**src/rtl/morse_tx_ctrl_if.sv**
```systemverilog
// Handshake bundle between the key/switch front end and the Morse sequencer.
// The abort signal exists only when MORSE_ABORT_EN is defined.
interface morse_tx_ctrl_if;
  logic       start;
  logic [2:0] letter;
`ifdef MORSE_ABORT_EN
  logic       abort;
`endif
  logic       led_out;
  logic       busy;
  logic       done;

`ifdef MORSE_ABORT_EN
  modport master (output start, letter, abort, input led_out, busy, done);
  modport slave  (input start, letter, abort, output led_out, busy, done);
`else
  modport master (output start, letter, input led_out, busy, done);
  modport slave  (input start, letter, output led_out, busy, done);
`endif
endinterface

```
**src/rtl/morse_tx_ctrl.sv**
```systemverilog
// Morse sequencer for letters A..H: table lookup, then mark/space timing on led_out.
// Optional feature: MORSE_ABORT_EN adds an abort input that drops a letter without done.
module morse_tx_ctrl #(
  parameter int TICK_DIV = 25_000_000
) (
  input  logic             clk,
  input  logic             reset,
  morse_tx_ctrl_if.slave   bus
);
  localparam int CW = $clog2(3 * TICK_DIV) + 1;
  localparam logic [CW-1:0] DOT_LAST  = CW'(TICK_DIV - 1);
  localparam logic [CW-1:0] DASH_LAST = CW'(3 * TICK_DIV - 1);

  typedef enum logic [1:0] {IDLE, MARK, SPACE, DONE} state_t;

  state_t        state_q;
  logic [3:0]    pat_q;
  logic [2:0]    len_q;
  logic [1:0]    idx_q;
  logic [CW-1:0] cnt_q;
  logic          led_q, busy_q, done_q;

  logic [3:0]    pat_d;
  logic [2:0]    len_d;
  logic [CW-1:0] mark_last;
  logic          last_elem;

  // Patterns are left-aligned so the current element is always pat_q[3] (1 = dash).
  always_comb begin
    pat_d = 4'b0000;
    len_d = 3'd1;
    case (bus.letter)
      3'd0: begin pat_d = 4'b0100; len_d = 3'd2; end
      3'd1: begin pat_d = 4'b1000; len_d = 3'd4; end
      3'd2: begin pat_d = 4'b1010; len_d = 3'd4; end
      3'd3: begin pat_d = 4'b1000; len_d = 3'd3; end
      3'd4: begin pat_d = 4'b0000; len_d = 3'd1; end
      3'd5: begin pat_d = 4'b0010; len_d = 3'd4; end
      3'd6: begin pat_d = 4'b1100; len_d = 3'd3; end
      3'd7: begin pat_d = 4'b0000; len_d = 3'd4; end
      default: begin pat_d = 4'b0000; len_d = 3'd1; end
    endcase
  end

  assign mark_last = pat_q[3] ? DASH_LAST : DOT_LAST;
  assign last_elem = ({1'b0, idx_q} == (len_q - 3'd1));

  always_ff @(posedge clk) begin
    if (reset) begin
      state_q <= IDLE;
      pat_q   <= '0;
      len_q   <= '0;
      idx_q   <= '0;
      cnt_q   <= '0;
      led_q   <= 1'b0;
      busy_q  <= 1'b0;
      done_q  <= 1'b0;
    end
`ifdef MORSE_ABORT_EN
    else if (bus.abort && (state_q != IDLE)) begin
      state_q <= IDLE;
      cnt_q   <= '0;
      led_q   <= 1'b0;
      busy_q  <= 1'b0;
      done_q  <= 1'b0;
    end
`endif
    else begin
      case (state_q)
        IDLE: begin
          done_q <= 1'b0;
          if (bus.start) begin
            pat_q   <= pat_d;
            len_q   <= len_d;
            idx_q   <= '0;
            cnt_q   <= '0;
            led_q   <= 1'b1;
            busy_q  <= 1'b1;
            state_q <= MARK;
          end
        end
        MARK: begin
          if (cnt_q == mark_last) begin
            cnt_q   <= '0;
            led_q   <= 1'b0;
            state_q <= SPACE;
          end else begin
            cnt_q <= cnt_q + CW'(1);
          end
        end
        SPACE: begin
          if (cnt_q == DOT_LAST) begin
            cnt_q <= '0;
            pat_q <= {pat_q[2:0], 1'b0};
            idx_q <= idx_q + 2'd1;
            if (last_elem) begin
              done_q  <= 1'b1;
              state_q <= DONE;
            end else begin
              led_q   <= 1'b1;
              state_q <= MARK;
            end
          end else begin
            cnt_q <= cnt_q + CW'(1);
          end
        end
        DONE: begin
          done_q  <= 1'b0;
          busy_q  <= 1'b0;
          state_q <= IDLE;
        end
        default: state_q <= IDLE;
      endcase
    end
  end

  assign bus.led_out = led_q;
  assign bus.busy    = busy_q;
  assign bus.done    = done_q;
endmodule
```
**src/flat_wrapper.sv**
```systemverilog
// flat-port wrapper written by rule: the top's interface ports become plain ports
module morse_tx_ctrl_flat 
#(
  parameter int TICK_DIV = 25_000_000
)
  (clk, reset, bus_start, bus_letter, bus_led_out, bus_busy, bus_done);
  morse_tx_ctrl_if bus_i ();
  input  logic clk;
  input  logic reset;
  input wire logic [$bits(bus_i.start)-1:0] bus_start;
  input wire logic [$bits(bus_i.letter)-1:0] bus_letter;
  output wire logic [$bits(bus_i.led_out)-1:0] bus_led_out;
  output wire logic [$bits(bus_i.busy)-1:0] bus_busy;
  output wire logic [$bits(bus_i.done)-1:0] bus_done;
  assign bus_i.start = bus_start;
  assign bus_i.letter = bus_letter;
  assign bus_led_out = bus_i.led_out;
  assign bus_busy = bus_i.busy;
  assign bus_done = bus_i.done;
  morse_tx_ctrl #(.TICK_DIV(TICK_DIV)) u_core (.clk(clk), .reset(reset), .bus(bus_i));
endmodule
```
**config.mk**
```make
export PLATFORM = sky130hd
export DESIGN_NAME = morse_tx_ctrl_flat
export DESIGN_NICKNAME = d
export VERILOG_FILES = /design/src/rtl/morse_tx_ctrl_if.sv /design/src/rtl/morse_tx_ctrl.sv /design/src/flat_wrapper.sv
export SDC_FILE = /design/constraint.sdc
export NUM_CORES = 1
export LEC_CHECK = 0
export CAP_MARGIN = 20
export CORE_ASPECT_RATIO = 1.2
export CORE_MARGIN = 2
export CORE_UTILIZATION = 40
export DETAILED_ROUTE_END_ITERATION = 10
export SYNTH_ARGS = -nofsm -noshare
export SYNTH_HDL_FRONTEND = slang
export SYNTH_SLANG_ARGS = --single-unit
```
**constraint.sdc**
```tcl
create_clock -name clk -period 2.9 [get_ports clk]
set_input_delay 0.58 -clock clk [delete_from_list [all_inputs] [get_ports clk]]
set_output_delay 0.58 -clock clk [all_outputs]
set_load 0.02 [all_outputs]
```
# [Yosys cells after proc, flatten, opt, wreduce, memory -nomap -nowiden]
# Memories as Yosys holds them, arrays and structs flattened.
# Index checks and enable logic that the tools add are counted.
[word_totals] regBits=42 romBits=48 inputBits=6 memories=1
[op_classes] add_sub_neg=3 eq_ne=11 mux=25 n_reduce_logical=13
[mem_list] name="(no name shown)" depth=8 width=6 rd=1 rd_ports_with_merged_regs=0 write_ports=0 line="morse_tx_ctrl.sv:32" source="case (bus.letter)"
[op_table] operator="2-to-1 mux 28 bit" n=3
[op_table] operator="case mux 28 bit (3 select lines)" n=1
[op_table] operator="adder 28 x 1 -> 28 bit, second input constant" n=1
[op_table] operator="equality test 28 x 25 -> 1 bit, second input constant" n=1
[op_table] operator="equality test 28 bit" n=1
[op_table] operator="2-to-1 mux 27 bit" n=1
[op_table] operator="2-to-1 mux 2 bit" n=6
[op_table] operator="AND reduction 3 bit" n=3
[op_table] operator="2-to-1 mux 4 bit" n=2
[op_table] operator="case mux 2 bit (4 select lines)" n=1
[op_table] operator="case mux 4 bit (2 select lines)" n=1
[op_table] operator="2-to-1 mux 1 bit" n=6
[op_table] operator="inequality test 2 x 1 -> 1 bit, second input constant" n=3
[op_table] operator="AND reduction 2 bit" n=3
[op_table] operator="nonzero test 2 bit" n=3
[op_table] operator="AND reduction 5 bit" n=1
[op_table] operator="equality test 2 bit, second input constant" n=2
[op_table] operator="inequality test 2 bit, second input constant" n=2
[op_table] operator="case mux 1 bit (2 select lines)" n=2
[op_table] operator="case mux 2 bit (2 select lines)" n=1
[op_table] operator="equality test 2 x 3 -> 1 bit" n=1
[op_table] operator="case mux 1 bit (3 select lines)" n=1
[op_table] operator="nonzero test 3 bit" n=1
[op_table] operator="subtractor 3 x 1 -> 3 bit, second input constant" n=1
[op_table] operator="4 further kinds" n=4

# [Logic depth before layout (Yosys ltp)]
# Gate-level depths: netlist of the first run.
[depth] ltp_word=5 depth_mapped=10 mapped_depth_nobuf=8

# [Worst setup path after synthesis of the first run]
# Ideal clock, no wire load.
[synth_path] kind="reg-to-reg" from="register u_core.cnt_q[0]" to="register u_core.cnt_q[24]" arrival_ns=2.122 required_ns=2.783 setup_slack_ns=0.661 stages_incl_launch_ff=9 path_buffers=1 synth_period_minus_slack_ns=2.239 cell_sequence="dfxtp_1 > ha_1 > nand4_1 > nor4b_1 > and2_0 > clkbuf_1 > nand3_1 > a21o_1 > a22o_1"
[synth_between] elab_chain_len=3 elab_cells_between_ends=6
[synth_rtl] item="start: declaration" line="morse_tx_ctrl.sv:20" source="logic [CW-1:0] cnt_q;"
[synth_rtl] item="start signal: assignment" line="morse_tx_ctrl.sv:88" source="cnt_q <= cnt_q + CW'(1);"
[synth_rtl] item="start signal: assignment" line="morse_tx_ctrl.sv:104" source="cnt_q <= cnt_q + CW'(1);"
[synth_rtl] item="adder 28 x 1 -> 28 bit, or another cell as far along" line="morse_tx_ctrl.sv:88, morse_tx_ctrl.sv:104"
[synth_rtl] item="2-to-1 mux 28 bit (on tied branches)" line="morse_tx_ctrl.sv:92, morse_tx_ctrl.sv:83"
[synth_rtl] item="case mux 28 bit (3 select lines) (*)" line="morse_tx_ctrl.sv:69" source="case (state_q)"
# Every way passes the cells marked *; elsewhere a longest branch is shown, timed or not.
# A chain may end at the register's enable or synchronous reset.

# [Worst setup path after layout of the first run]
# Ends and elaborated chain as after synthesis.

==> metrics.yaml, run 1 <==
logic_synthesis:
  synthCells: 300
  synth_seq_cells: 41
  synth_area_per_cell_um2: 8.020
  synthArstFlopShare_pct: 0
  synthesis.nets: 316
  yosys_most_used_dff: "dfxtp_1"
  syn_area_um2: 2406
  synth.distinct_cells: 48
  synth.yosys.seq_area_share_pct: 34.11
  synth-edff-count: 0
  yosysWarnings: 0
clock_network:
  cts.root.buffer_cell: "clkbuf_8"
  cts_resized: 0
  numClockSinks: 41
  post-cts-setup-buffer-count: 0
  clock_latency_ns: 0.30
  clkTransAtPathRegs_ns: 0.08
  h-tree-depth: 2
  tritoncts: "yes"
  cts_made_buffers: 5
  cts_max_path_buffers: 2
  hold_buffers: 0
sta:
  whs_ns: 0.4986
  fin_ws_ns: 0.2193
  slew_headroom_pct: 55.23
  setup_viol: 0
  fin_setup_tns_ns: 0
  final-hold-violation-count: 0
  tightest_slew_ns: 0.6715
  drv_slew: 0
  skew_ns: 0.009464
  fmax_ghz: 0.3730
  rsz0062_at_grt: "no"
  fin_crit_ns: 2.681
  finalCritPeriodShare_pct: 92.44
final_layout:
  fin_cells: 391
  final_cell_mix: "41 x dfxtp_1, 30 x nor2_1, 24 x nand2_1, 24 x o21ai_0, 20 x a21oi_1"
  fillers: 569
  drive_gt1_share_pct: 6.431
  layout_commonest_cell: "dfxtp_1"
  n_antenna_cell: 0
  fin_nets: 326
  synthToLayoutAreaGrowth_pct: 11.08
  final_util_pct: 46.54
  final_area_um2: 2673
run_status:
  status: "finished, final reports clean"
critical_path:
  slowest_stage: "nor4_2"
  startpoint_type: "flip-flop"
  cpPeakStageDelay_ns: 0.54
  r2r_cells: 8
  path_cells: "ha_1 > nand4_1 > nor4_2 > a41o_2 > a211oi_2 > buf_4 > a21o_1 > a22o_1"
  path_buf_inv: 1
  r2r_setup_slack_ns: 0.22
  path_max_fanout: 29
  r2r_end: "u_core.cnt_q[24]"
  path_class: "reg -> reg"
  setup.worst_path.end_class: "flip-flop"
  cp_data_arrival_time_ns: 2.87
  reg2reg_from: "u_core.cnt_q[0]"
  cp_data_required_time_ns: 3.09
  crit_family: "compound AO/OA/AOI/OAI gates"
route:
  drc_errors: 0
  drtAntennaViolNets: 0
  drt-total-wl_um: 5672
  viasPerCell: 5.652
  drtPass1Iterations: 4
  vias: 2210
  drt-initial-drc-count: 215
  wl_per_cell_um: 14.51
placement:
  placedCellCount: 383
  gp_congestion: 0.8546
  dp_slack_ns: 0.2590
  io_buffers: 8
  dpl-instance-area_um2: 2571
  dp.final_hpwl_um: 4238
hold_path:
  hold_end: "u_core.len_q[1]"
  min_from: "u_core.len_q[1]"
  hp-class: "reg -> reg"
  hold-path-cell-count: 2
global_route:
  globalRouteOverflowTotal: 0
  grt_first_pass_wirelength_um: 9701
  grt_antenna_before_repair: 0
  grt_usage_pct: 18.95
  grt_pass1_vias: 2055
  grt_max_degree: 30
die:
  rows: 30
  die_area_um2: 6654
  top_level_ports: 9
  fp.dieW_um: 74.80
  initial_utilization_pct: 41.90
  die_h_um: 88.96
  core_area_um2: 5743
power:
  power.density_nw_per_um2: 594.3
  ir_drop_mv: 0.3394
  cellLeakagePower_nw: 0.9614
  p_total_mw: 1.588
job:
  drv_cap: 0
[worst min-delay path: cells and delay by family, from the launching register on]
family | cells | cell delay [ns]
AO/OA/AOI/OAI | 1 | 0.06
flip-flops | 1 | 0.33
AND/OR/NAND/NOR | 1 | 0.07
[worst max-delay path by stage]
stage / start / end / slack (ns) / depth (start not counted)
after global placement: u_core.cnt_q[0] / u_core.cnt_q[24] / 0.38 / 8
final: u_core.cnt_q[0] / u_core.cnt_q[24] / 0.22 / 8
after CTS: u_core.cnt_q[0] / u_core.cnt_q[24] / 0.23 / 8
after floorplan: u_core.cnt_q[0] / u_core.cnt_q[24] / 0.66 / 8
after detailed placement: u_core.cnt_q[0] / u_core.cnt_q[24] / 0.26 / 8
after global routing: u_core.cnt_q[0] / u_core.cnt_q[24] / 0.01 / 8
[power breakdown]
part           leakage (nW)  total (mW)  internal (mW)  switching [mW]
Sequential            0.332       0.654          0.614          0.0399
Combinational         0.575       0.520          0.204           0.316
Clock                0.0542       0.415          0.215           0.199
Total                 0.961        1.59           1.03           0.555
[state kept, by name, indices dropped and copies added (netlist names)]
name	cells
u_core.state_q	2
u_core.len_q	3
u_core.idx_q	2
u_core.bus.done	1
u_core.pat_q	3
u_core.cnt_q	28
u_core.bus.busy	1
u_core.bus.led_out	1
[cells in the mapped netlist, drive strengths merged, types with 2 or more instances]
library cell  instances  area share (%)
a21o                  6             1.9
ha                   10             5.2
mux2i                 7             2.9
o31ai                 2            0.62
and4                  2            0.73
nand4                 6             1.6
and3                  5             1.3
nand3b                5             1.6
or3                   4             1.0
dfxtp                41              34
nor2b                 5             1.3
a22o                  7             2.5
nand2                24             3.7
clkbuf                7             1.1
nand2b                9             2.3
o21ai                24             5.0
a21oi                20             4.2
xor2                  3             1.1
nor2                 30             4.7
and2                  3            0.78
a31oi                 8             2.1
nand3                18             3.7
inv                  15             2.3
buf                   3             1.1
nor4                  5             1.6
a211oi                5             1.8
nor3                  5             1.0
a41oi                 2            0.73
xnor2                 4             1.5
[layout make-up]
type	count	area, um2	area share, %
multi-input cells	234	1476	55.24
repair buffers	13	117.6	4.401
well taps	80	100.1	3.745
clock inverters	1	5.005	0.1873
clock buffers	7	96.34	3.605
flip-flops and latches	41	820.8	30.71
inverters	15	56.30	2.107
[metal layers]
metal	vias up	global-route usage (%)	routed length, um
met5	-	0	0
met2	37	32.50	2748
li1	1116	-	-
met4	0	5.682	103
met3	8	3.946	199
met1	1049	23.82	2620
[cells by family (layout without fill, tap and decap cells)]
| family | Yosys count | in the layout | synth area share (%) |
|---|---|---|---|
| buffers and inverters | 25 | 36 | 4.524 |
| DFF | 41 | 41 | 34.11 |
| AOI/OAI and AO/OA | 83 | 83 | 22.88 |
| xor gates and xnor gates | 7 | 7 | 2.548 |
| and+or+nand+nor | 127 | 127 | 27.82 |
| muxes | 7 | 7 | 2.912 |
| adders and majority gates | 10 | 10 | 5.200 |
Note: power is estimated with default switching activity, not from simulation.
==> run 2, diff against run 1 <==
--- a/config.mk
+++ b/config.mk
@@ -9,6 +9,7 @@
 export CORE_ASPECT_RATIO = 1.2
 export CORE_MARGIN = 2
 export CORE_UTILIZATION = 40
+export CTS_BUF_LIST = sky130_fd_sc_hd__clkbuf_16
 export DETAILED_ROUTE_END_ITERATION = 10
 export SYNTH_ARGS = -nofsm -noshare
 export SYNTH_HDL_FRONTEND = slang
==> run 2 against run 1 <==
Against the previous run: register-to-register slack is essentially flat; first-iteration DRC count decreased by 15%; clock skew decreased by 0.0022 ns; utilization grew 0.63 points; global-route usage barely moved; non-clock buffer count stayed put; worst hold slack worse by 0.0040 ns; wire length is 0.55% lower; largest power group unchanged.
==> metrics.yaml, run 2 (synthesis gave the netlist of run 1 again) <==
sta:
  setup_viol: 0  # unchanged
  final-hold-violation-count: 0  # unchanged
  whs_ns: 0.4946  # was 0.4986 ns
  slew_headroom_pct: 55.96  # was 55.23%
  finalCritPeriodShare_pct: 92.18  # was 92.44%
  rsz0062_at_grt: "no"  # unchanged
  fmax_ghz: 0.3741  # was 0.3730 GHz
  fin_ws_ns: 0.2267  # was 0.2193 ns
  fin_setup_tns_ns: 0  # unchanged
  fin_crit_ns: 2.673  # was 2.681 ns
  skew_ns: 0.007227  # was 0.009464 ns
  tightest_slew_ns: 0.6605  # was 0.6715 ns
  drv_slew: 0  # unchanged
route:
  drc_errors: 0  # unchanged
  drtAntennaViolNets: 0  # unchanged
  drt-total-wl_um: 5641  # was 5672 um
  drtPass1Iterations: 4  # unchanged
  vias: 2212  # was 2210
  viasPerCell: 5.657  # was 5.652
  drt-initial-drc-count: 183  # was 215
  wl_per_cell_um: 14.43  # was 14.51 um
global_route:
  grt_first_pass_wirelength_um: 9715  # was 9701 um
  grt_usage_pct: 19.00  # was 18.95%
  grt_max_degree: 30  # unchanged
  grt_antenna_before_repair: 0  # unchanged
  grt_pass1_vias: 2053  # was 2055
  globalRouteOverflowTotal: 0  # unchanged
final_layout:
  fillers: 569  # unchanged
  final_util_pct: 47.17  # was 46.54%
  drive_gt1_share_pct: 5.788  # was 6.431%
  top_regs: "u_core.cnt_q: 28 flops, u_core.len_q: 3 flops, u_core.pat_q: 3 flops"  # unchanged
  fin_nets: 326  # unchanged
  synthToLayoutAreaGrowth_pct: 12.58  # was 11.08%
  n_antenna_cell: 0  # unchanged
  layout_commonest_cell: "dfxtp_1"  # unchanged
  final_cell_mix: "41 x dfxtp_1, 30 x nor2_1, 24 x nand2_1, 24 x o21ai_0, 20 x a21oi_1"  # unchanged
  largest-register: "u_core.cnt_q"  # unchanged
  final_area_um2: 2709  # was 2673 um2
  largest_reg_flops: 28  # unchanged
critical_path:
  r2r_cells: 8  # unchanged
  r2r_setup_slack_ns: 0.23  # was 0.22 ns
  reg2reg_from: "u_core.cnt_q[0]"  # unchanged
  path_buf_inv: 1  # unchanged
  cpPeakStageDelay_ns: 0.54  # about the same
  path_cells: "ha_1 > nand4_1 > nor4_2 > a41o_2 > a211oi_2 > buf_4 > a21o_1 > a22o_1"  # unchanged
  r2r_end: "u_core.cnt_q[24]"  # unchanged
  cp_data_arrival_time_ns: 2.84  # was 2.87 ns
  cp_data_required_time_ns: 3.07  # was 3.09 ns
  startpoint_type: "flip-flop"  # unchanged
  path_class: "reg -> reg"  # unchanged
  setup.worst_path.end_class: "flip-flop"  # unchanged
  slowest_stage: "nor4_2"  # unchanged
  crit_family: "compound AO/OA/AOI/OAI gates"  # unchanged
  path_max_fanout: 29  # unchanged
placement:
  io_buffers: 8  # unchanged
  dp_slack_ns: 0.2590  # unchanged
  gp_congestion: 0.8546  # unchanged
  dpl-instance-area_um2: 2571  # unchanged
  dp.final_hpwl_um: 4238  # unchanged
clock_network:
  post-cts-setup-buffer-count: 0  # unchanged
  numClockSinks: 41  # unchanged
  clkTransAtPathRegs_ns: 0.06  # was 0.08 ns
  cts_max_path_buffers: 2  # unchanged
  tritoncts: "yes"  # unchanged
  cts_resized: 0  # unchanged
  hold_buffers: 0  # unchanged
  clock_latency_ns: 0.28  # was 0.30 ns
  cts_made_buffers: 5  # unchanged
  cts.root.buffer_cell: "clkbuf_16"  # was clkbuf_8
  h-tree-depth: 2  # unchanged
hold_path:
  hold_end: "u_core.len_q[1]"  # unchanged
  min_from: "u_core.len_q[1]"  # unchanged
  hold-path-cell-count: 2  # unchanged
  hp-class: "reg -> reg"  # unchanged
run_status:
  status: "finished, final reports clean"  # unchanged
die:
  fp.dieW_um: 74.80  # unchanged
  top_level_ports: 9  # unchanged
  rows: 30  # unchanged
  die_h_um: 88.96  # unchanged
  core_area_um2: 5743  # unchanged
  initial_utilization_pct: 41.90  # unchanged
  die_area_um2: 6654  # unchanged
power:
  sequentialPowerShare_pct: 38.6  # was 41.2%
  p_int_mw: 1.130  # was 1.033 mW
  p_sw_mw: 0.5659  # was 0.5553 mW
  p_sw_share_pct: 33.38  # was 34.96%
  clkPwrFrac_pct: 30.8  # was 26.1%
  power.density_nw_per_um2: 625.9  # was 594.3 nW/um2
  cellLeakagePower_nw: 0.9758  # was 0.9614 nW
  ir_drop_mv: 0.3516  # was 0.3394 mV
  comb_power_share_pct: 30.6  # was 32.7%
job:
  drv_cap: 0  # unchanged
==> run 2: cell count changes in the layout (fill, tap and decap cells not counted) <==
cell,change
clkinv_1,+2
clkbuf_8,-7
clkbuf_16,+5
==> run 2: through the flow <==
step	cells	power (mW)
after CTS	391	1.720
after detailed placement	383	1.191
after global routing	391	1.808
final	391	1.696
after global placement	383	1.188
after floorplan	300	1.034
==> run 2: cell type report <==
class / instances / area, um2 / share of cell area, %
Clock buffer: 5 / 125.1 / 4.619
Clock inverter: 3 / 12.51 / 0.4619
Timing Repair Buffer: 13 / 117.6 / 4.342
Tap cell: 80 / 100.1 / 3.695
Inverter: 15 / 56.30 / 2.079
Multi-Input combinational cell: 234 / 1476 / 54.50
Sequential cell: 41 / 820.8 / 30.30
==> run 2: worst max-delay path by stage <==
| stage | from | to | slack [ns] | cells after the start |
|---|---|---|---|---|
| after floorplan | u_core.cnt_q[0] | u_core.cnt_q[24] | 0.66 | 8 |
| after global placement | u_core.cnt_q[0] | u_core.cnt_q[24] | 0.38 | 8 |
| after detailed placement | u_core.cnt_q[0] | u_core.cnt_q[24] | 0.26 | 8 |
| after CTS | u_core.cnt_q[0] | u_core.cnt_q[24] | 0.24 | 8 |
| after global routing | u_core.cnt_q[0] | u_core.cnt_q[24] | 0.01 | 8 |
| final | u_core.cnt_q[0] | u_core.cnt_q[24] | 0.23 | 8 |
==> run 2: worst reg2reg max path, stage by stage (launching register included) <==
cell	delay, ns
dfxtp_1	0.41
ha_1	0.25
nand4_1	0.28
nor4_2	0.54
a41o_2	0.35
a211oi_2	0.08
buf_4	0.23
a21o_1	0.20
a22o_1	0.21
==> run 2: power groups by stage <==
stage	clock, mW	combinational, mW	sequential (mW)
2_1_floorplan	0	0.356	0.678
6_report	0.521	0.519	0.655
3_3_place_gp	0	0.522	0.665
3_5_place_dp	0	0.525	0.666
4_1_cts	0.538	0.528	0.655
5_1_grt	0.566	0.581	0.660
==> run 2: per-layer routing <==
metal | vias up | part of all wire, % | global-route usage, %
li1 | 1117 | - | -
met1 | 1057 | 46 | 23.82
met2 | 32 | 50 | 32.82
met3 | 6 | 2.8 | 3.946
met4 | 0 | 1.6 | 5.357
met5 | - | 0 | 0
